<file path="src/rtl/serial_sub_pkg.sv">
// Shared types and constants for the bit-serial subtractor.
// Build option: SERIAL_SUB_OVF_EN enables the signed-overflow flag.
package serial_sub_pkg;

   typedef enum logic [1:0] {
      IDLE = 2'b00,
      RUN  = 2'b01,
      DONE = 2'b10
   } state_e;

   localparam int DEFAULT_WIDTH = 8;

endpackage

</file>
<file path="src/rtl/full_subtractor.sv">
// Single-bit full subtractor: diff = a - b - bin, with borrow-out.
module full_subtractor (
   input  logic a,
   input  logic b,
   input  logic bin,
   output logic diff,
   output logic bout
);

   assign diff = a ^ b ^ bin;
   assign bout = (~a & b) | (~(a ^ b) & bin);

endmodule

</file>
<file path="src/rtl/serial_subtractor.sv">
// Bit-serial a - b, LSB first, one bit per clock, one full-subtractor cell.
// Define SERIAL_SUB_OVF_EN to build the signed-overflow flag; else ovf = 0.
module serial_subtractor
   import serial_sub_pkg::*;
#(
   parameter int WIDTH = DEFAULT_WIDTH
) (
   input  logic             clk,
   input  logic             rst,
   input  logic             start,
   input  logic [WIDTH-1:0] a,
   input  logic [WIDTH-1:0] b,
   output logic             busy,
   output logic             done,
   output logic [WIDTH-1:0] diff,
   output logic             borrow,
   output logic             ovf
);

   localparam int CW = $clog2(WIDTH);

   state_e           state_q;
   logic [WIDTH-1:0] sa_q, sb_q;
   logic [WIDTH-2:0] dsr_q;
   logic [CW-1:0]    cnt_q, cnt_d;
   logic             br_q;
   logic [WIDTH-1:0] diff_q, diff_d;
   logic             borrow_q, busy_q, done_q;
   logic             bit_d, bout_d, last;

   full_subtractor u_fs (
      .a    (sa_q[0]),
      .b    (sb_q[0]),
      .bin  (br_q),
      .diff (bit_d),
      .bout (bout_d)
   );

   // Full result = new bit on top of the W-1 bits already shifted in.
   assign diff_d = {bit_d, dsr_q};
   assign cnt_d  = cnt_q + CW'(1);
   assign last   = (cnt_q == CW'(WIDTH - 1));

   always_ff @(posedge clk) begin
      if (rst) begin
         state_q  <= IDLE;
         sa_q     <= '0;
         sb_q     <= '0;
         dsr_q    <= '0;
         cnt_q    <= '0;
         br_q     <= 1'b0;
         diff_q   <= '0;
         borrow_q <= 1'b0;
         busy_q   <= 1'b0;
         done_q   <= 1'b0;
      end else begin
         unique case (state_q)
            IDLE: begin
               done_q <= 1'b0;
               if (start) begin
                  sa_q    <= a;
                  sb_q    <= b;
                  br_q    <= 1'b0;
                  cnt_q   <= '0;
                  busy_q  <= 1'b1;
                  state_q <= RUN;
               end
            end
            RUN: begin
               br_q  <= bout_d;
               sa_q  <= sa_q >> 1;
               sb_q  <= sb_q >> 1;
               dsr_q <= diff_d[WIDTH-1:1];
               if (last) begin
                  diff_q   <= diff_d;
                  borrow_q <= bout_d;
                  busy_q   <= 1'b0;
                  done_q   <= 1'b1;
                  state_q  <= DONE;
               end else begin
                  cnt_q <= cnt_d;
               end
            end
            DONE: begin
               done_q  <= 1'b0;
               state_q <= IDLE;
            end
            default: begin
               busy_q  <= 1'b0;
               done_q  <= 1'b0;
               state_q <= IDLE;
            end
         endcase
      end
   end

`ifdef SERIAL_SUB_OVF_EN
   logic am_q, bm_q, ovf_q;

   always_ff @(posedge clk) begin
      if (rst) begin
         am_q  <= 1'b0;
         bm_q  <= 1'b0;
         ovf_q <= 1'b0;
      end else if (state_q == IDLE && start) begin
         am_q <= a[WIDTH-1];
         bm_q <= b[WIDTH-1];
      end else if (state_q == RUN && last) begin
         ovf_q <= (am_q != bm_q) && (bit_d != am_q);
      end
   end

   assign ovf = ovf_q;
`else
   assign ovf = 1'b0;
`endif

   assign busy   = busy_q;
   assign done   = done_q;
   assign diff   = diff_q;
   assign borrow = borrow_q;

endmodule

</file>
<file path="config.mk">
export PLATFORM = sky130hd
export DESIGN_NAME = serial_subtractor
export DESIGN_NICKNAME = d
export VERILOG_FILES = /design/src/rtl/serial_sub_pkg.sv /design/src/rtl/full_subtractor.sv /design/src/rtl/serial_subtractor.sv
export SDC_FILE = /design/constraint.sdc
export NUM_CORES = 1
export LEC_CHECK = 0
export ABC_AREA = 1
export BUFFER_PORTS_ARGS = -buffer_cell sky130_fd_sc_hd__buf_4
export CAP_MARGIN = 20
export CORE_AREA = 2 2 57 112
export CTS_BUF_LIST = sky130_fd_sc_hd__clkbuf_8
export CTS_CLUSTER_SIZE = 12
export DETAILED_ROUTE_END_ITERATION = 6
export DIE_AREA = 0 0 59 114
export SLEW_MARGIN = 20
export SYNTH_ARGS = -nofsm -noshare
export SYNTH_HDL_FRONTEND = slang
export SYNTH_SLANG_ARGS = --single-unit
</file>
<file path="constraint.sdc">
create_clock -name clk -period 1.3 [get_ports clk]
set_input_delay 0.195 -clock clk [delete_from_list [all_inputs] [get_ports clk]]
set_output_delay 0.195 -clock clk [all_outputs]
set_load 0.05 [all_outputs]
</file>
==> metrics.txt <==
clock latency at the later pin of the worst-skew pair=0.29 ns; Port Buffers=29; GRT overflow=0; Total GRT Usage=0.132; Clock Path Buffers=2; die width=59 um; Worst Setup Start Kind=flip-flop; clock tree from TritonCTS=built; Num CTS Buffers=5; clk sinks=40; Tcrit/Tclk final=0.945; Routed Antenna Nets=0; first-pass GRT wire length=7020 um; max incr delay on CP=0.34 ns; area added between synthesis and finish=26.9%; CP max-delay cell=dfxtp_2; CP required=1.49 ns; nets@finish=304; drt first pass iters=4; Hold WS=0.160 ns; Total Power=0.00276 W; Post-synth EDFFs=0; dominant cells by area after synthesis=dfxtp_1 (44%), nand3_1 (14%), inv_1 (7.5%), a21oi_1 (6.9%), nor2_1 (5.8%); H-tree depth=2; initial antenna violation count=0; Distinct cells, synth=21; status=finished clean; max-slew violation count=0; flops & latches, synth=40; Reg clk slew, reported paths=0.08 ns; Root Driver=clkbuf_8; CP max FO=3; post-route setup TNS=0 ns; Post-Syn Instances=247; total wire length=4000 um; Core Box Area=5910 um^2; DR vias=1626; share of Yosys cell area claimed by the top area cell type=0.443; hold_buf cts=0; Placer Congestion=0.729; starting density of the core=0.306; cell mode on critical path=ha_4; crit path buf inv count=1; Final setup viols=0; Top delay family on crit path=flip-flops; fin crit period=1.23 ns; Final Cell Area=2290 um^2; Vias/cell=4.70; Post-Syn Area=1810 um^2; pin count of the biggest net entering global routing=26; fin util=0.389; Max-Cap Viols=0; Async S/R FF share, synth=0; power density of the placed cells=1200 nW/um^2; drt drc=0; dpl hpwl=2710 um; critical-path cell list=ha_4 > ha_4 > nand2_2 > nor2_4 > buf_4 > o21ai_0 > nor2_1; vias in the first global route=1599; Post-DP Area=2130 um^2; diodes inserted=0; routed length per instance=11.5 um; layout cells sized above 1=0.230; Clock Skew=0.00682 ns; Yosys top cell by area=dfxtp_1; Hold WC Path Type=primary input to flip-flop; Syn Area/Cell=7.32 um^2; achievable frequency=814 MHz; sequential area share after synthesis=0.443; I/O pins=31; VDD IR max=0.000674 V; leakage power=1.06 nW; critical path class=flip-flop to flip-flop; initial drt markers=49; die height=114 um; CP arrival=1.42 ns; Net Count, Synth=269; commonest register cell after synthesis=dfxtp_1; Synth Warn #=0; num rows=40; Die ar.=6730 um^2; Final Hold Violating Endpoints=0; crit end category=flip-flop
[through the flow]
step | setup slack (ns) | cells
after global placement | 0.0573 | 337
after global routing | -0.00140 | 346
final | 0.0718 | 346
after CTS | 0.0160 | 346
after detailed placement | -0.0352 | 337
after floorplan | 0.0254 | 247
[cell usage after synthesis, types with 2 or more instances]
master and count:
a21oi_1 25, buf_2 3, buf_4 6, buf_6 3, clkbuf_1 3, dfxtp_1 40, ha_1 2, inv_1 36
nand2_1 27, nand2_4 3, nand3_1 49, nor2_1 28, o21ai_0 13, o21ai_1 2
[worst reg2reg max path, delay by kind of cell (launching register included)]
kind	cells	cell delay, ns
compound gates	1	0.15
fa+ha+maj	2	0.31
buf+inv	1	0.13
simple gates	3	0.19
flops	1	0.34
[worst paths after layout]
path                                             from                   end  slack, ns  depth (start not counted)
worst max-delay path            cnt_q[0]$_SDFFE_PP0P_  diff[4]$_SDFFE_PP0P_       0.07                          7
worst min-delay path                             b[7]  sb_q[7]$_SDFFE_PP0P_       0.16                          3
worst max register to register  cnt_q[0]$_SDFFE_PP0P_  diff[4]$_SDFFE_PP0P_       0.07                          7
worst min register to register    borrow$_SDFFE_PP0P_   borrow$_SDFFE_PP0P_       0.47                          2
[power by group]
group | total [W] | switching (W) | internal (W)
combinational | 0.000356 | 0.000197 | 0.000159
sequential | 0.00133 | 0.0000416 | 0.00129
clock | 0.00107 | 0.000445 | 0.000628
[cells in the final DEF (no fill, tap or decap), drive strengths merged]
| cell type | n |
|---|---|
| nand3 | 49 |
| dfxtp | 40 |
| buf | 43 |
| inv | 38 |
| nor2 | 30 |
| nand2 | 30 |
| o21ai | 15 |
| clkbuf | 6 |
| conb | 1 |
| a21oi | 25 |
| clkinv | 1 |
| nor3 | 1 |
| ha | 2 |
| fa | 1 |
| bufinv | 1 |
[timing repair]
action                                  CTS  global route
cloned                                    0             0
setup buffers                             1             0
gates resized for setup                   6             5
endpoints found under the setup margin    7            14
pin swaps                                 2             3
[layer usage]
| metal | global-route usage | wire length, um |
|---|---|---|
| met5 | 0 | 0 |
| met4 | 0.0455 | 66 |
| met3 | 0.0306 | 160 |
| met2 | 0.222 | 1960 |
| met1 | 0.159 | 1810 |
[cell type report]
class,instances,area [um^2]
clock buffers,6,82.6
clock inverters,2,38.8
fillers,651,3610
inverters,38,145
multi-input cells,154,793
flip-flops and latches,40,805
well taps,63,78.8
repair buffers,43,352
[state kept, by name, indices dropped and copies added, names as in the netlist]
name,cells
diff,8
sa_q,8
sb_q,8
dsr_q,7
cnt_q,3
state_q,2
borrow,1
br_q,1
busy,1
done,1
[cell families after synthesis]
logic type,synth area share
other cells,0.00207
simple gates,0.281
compound gates,0.111
flops,0.443
buf+inv,0.138
fa+ha+maj,0.0249
No activity file was read; power rests on OpenSTA's default activity.
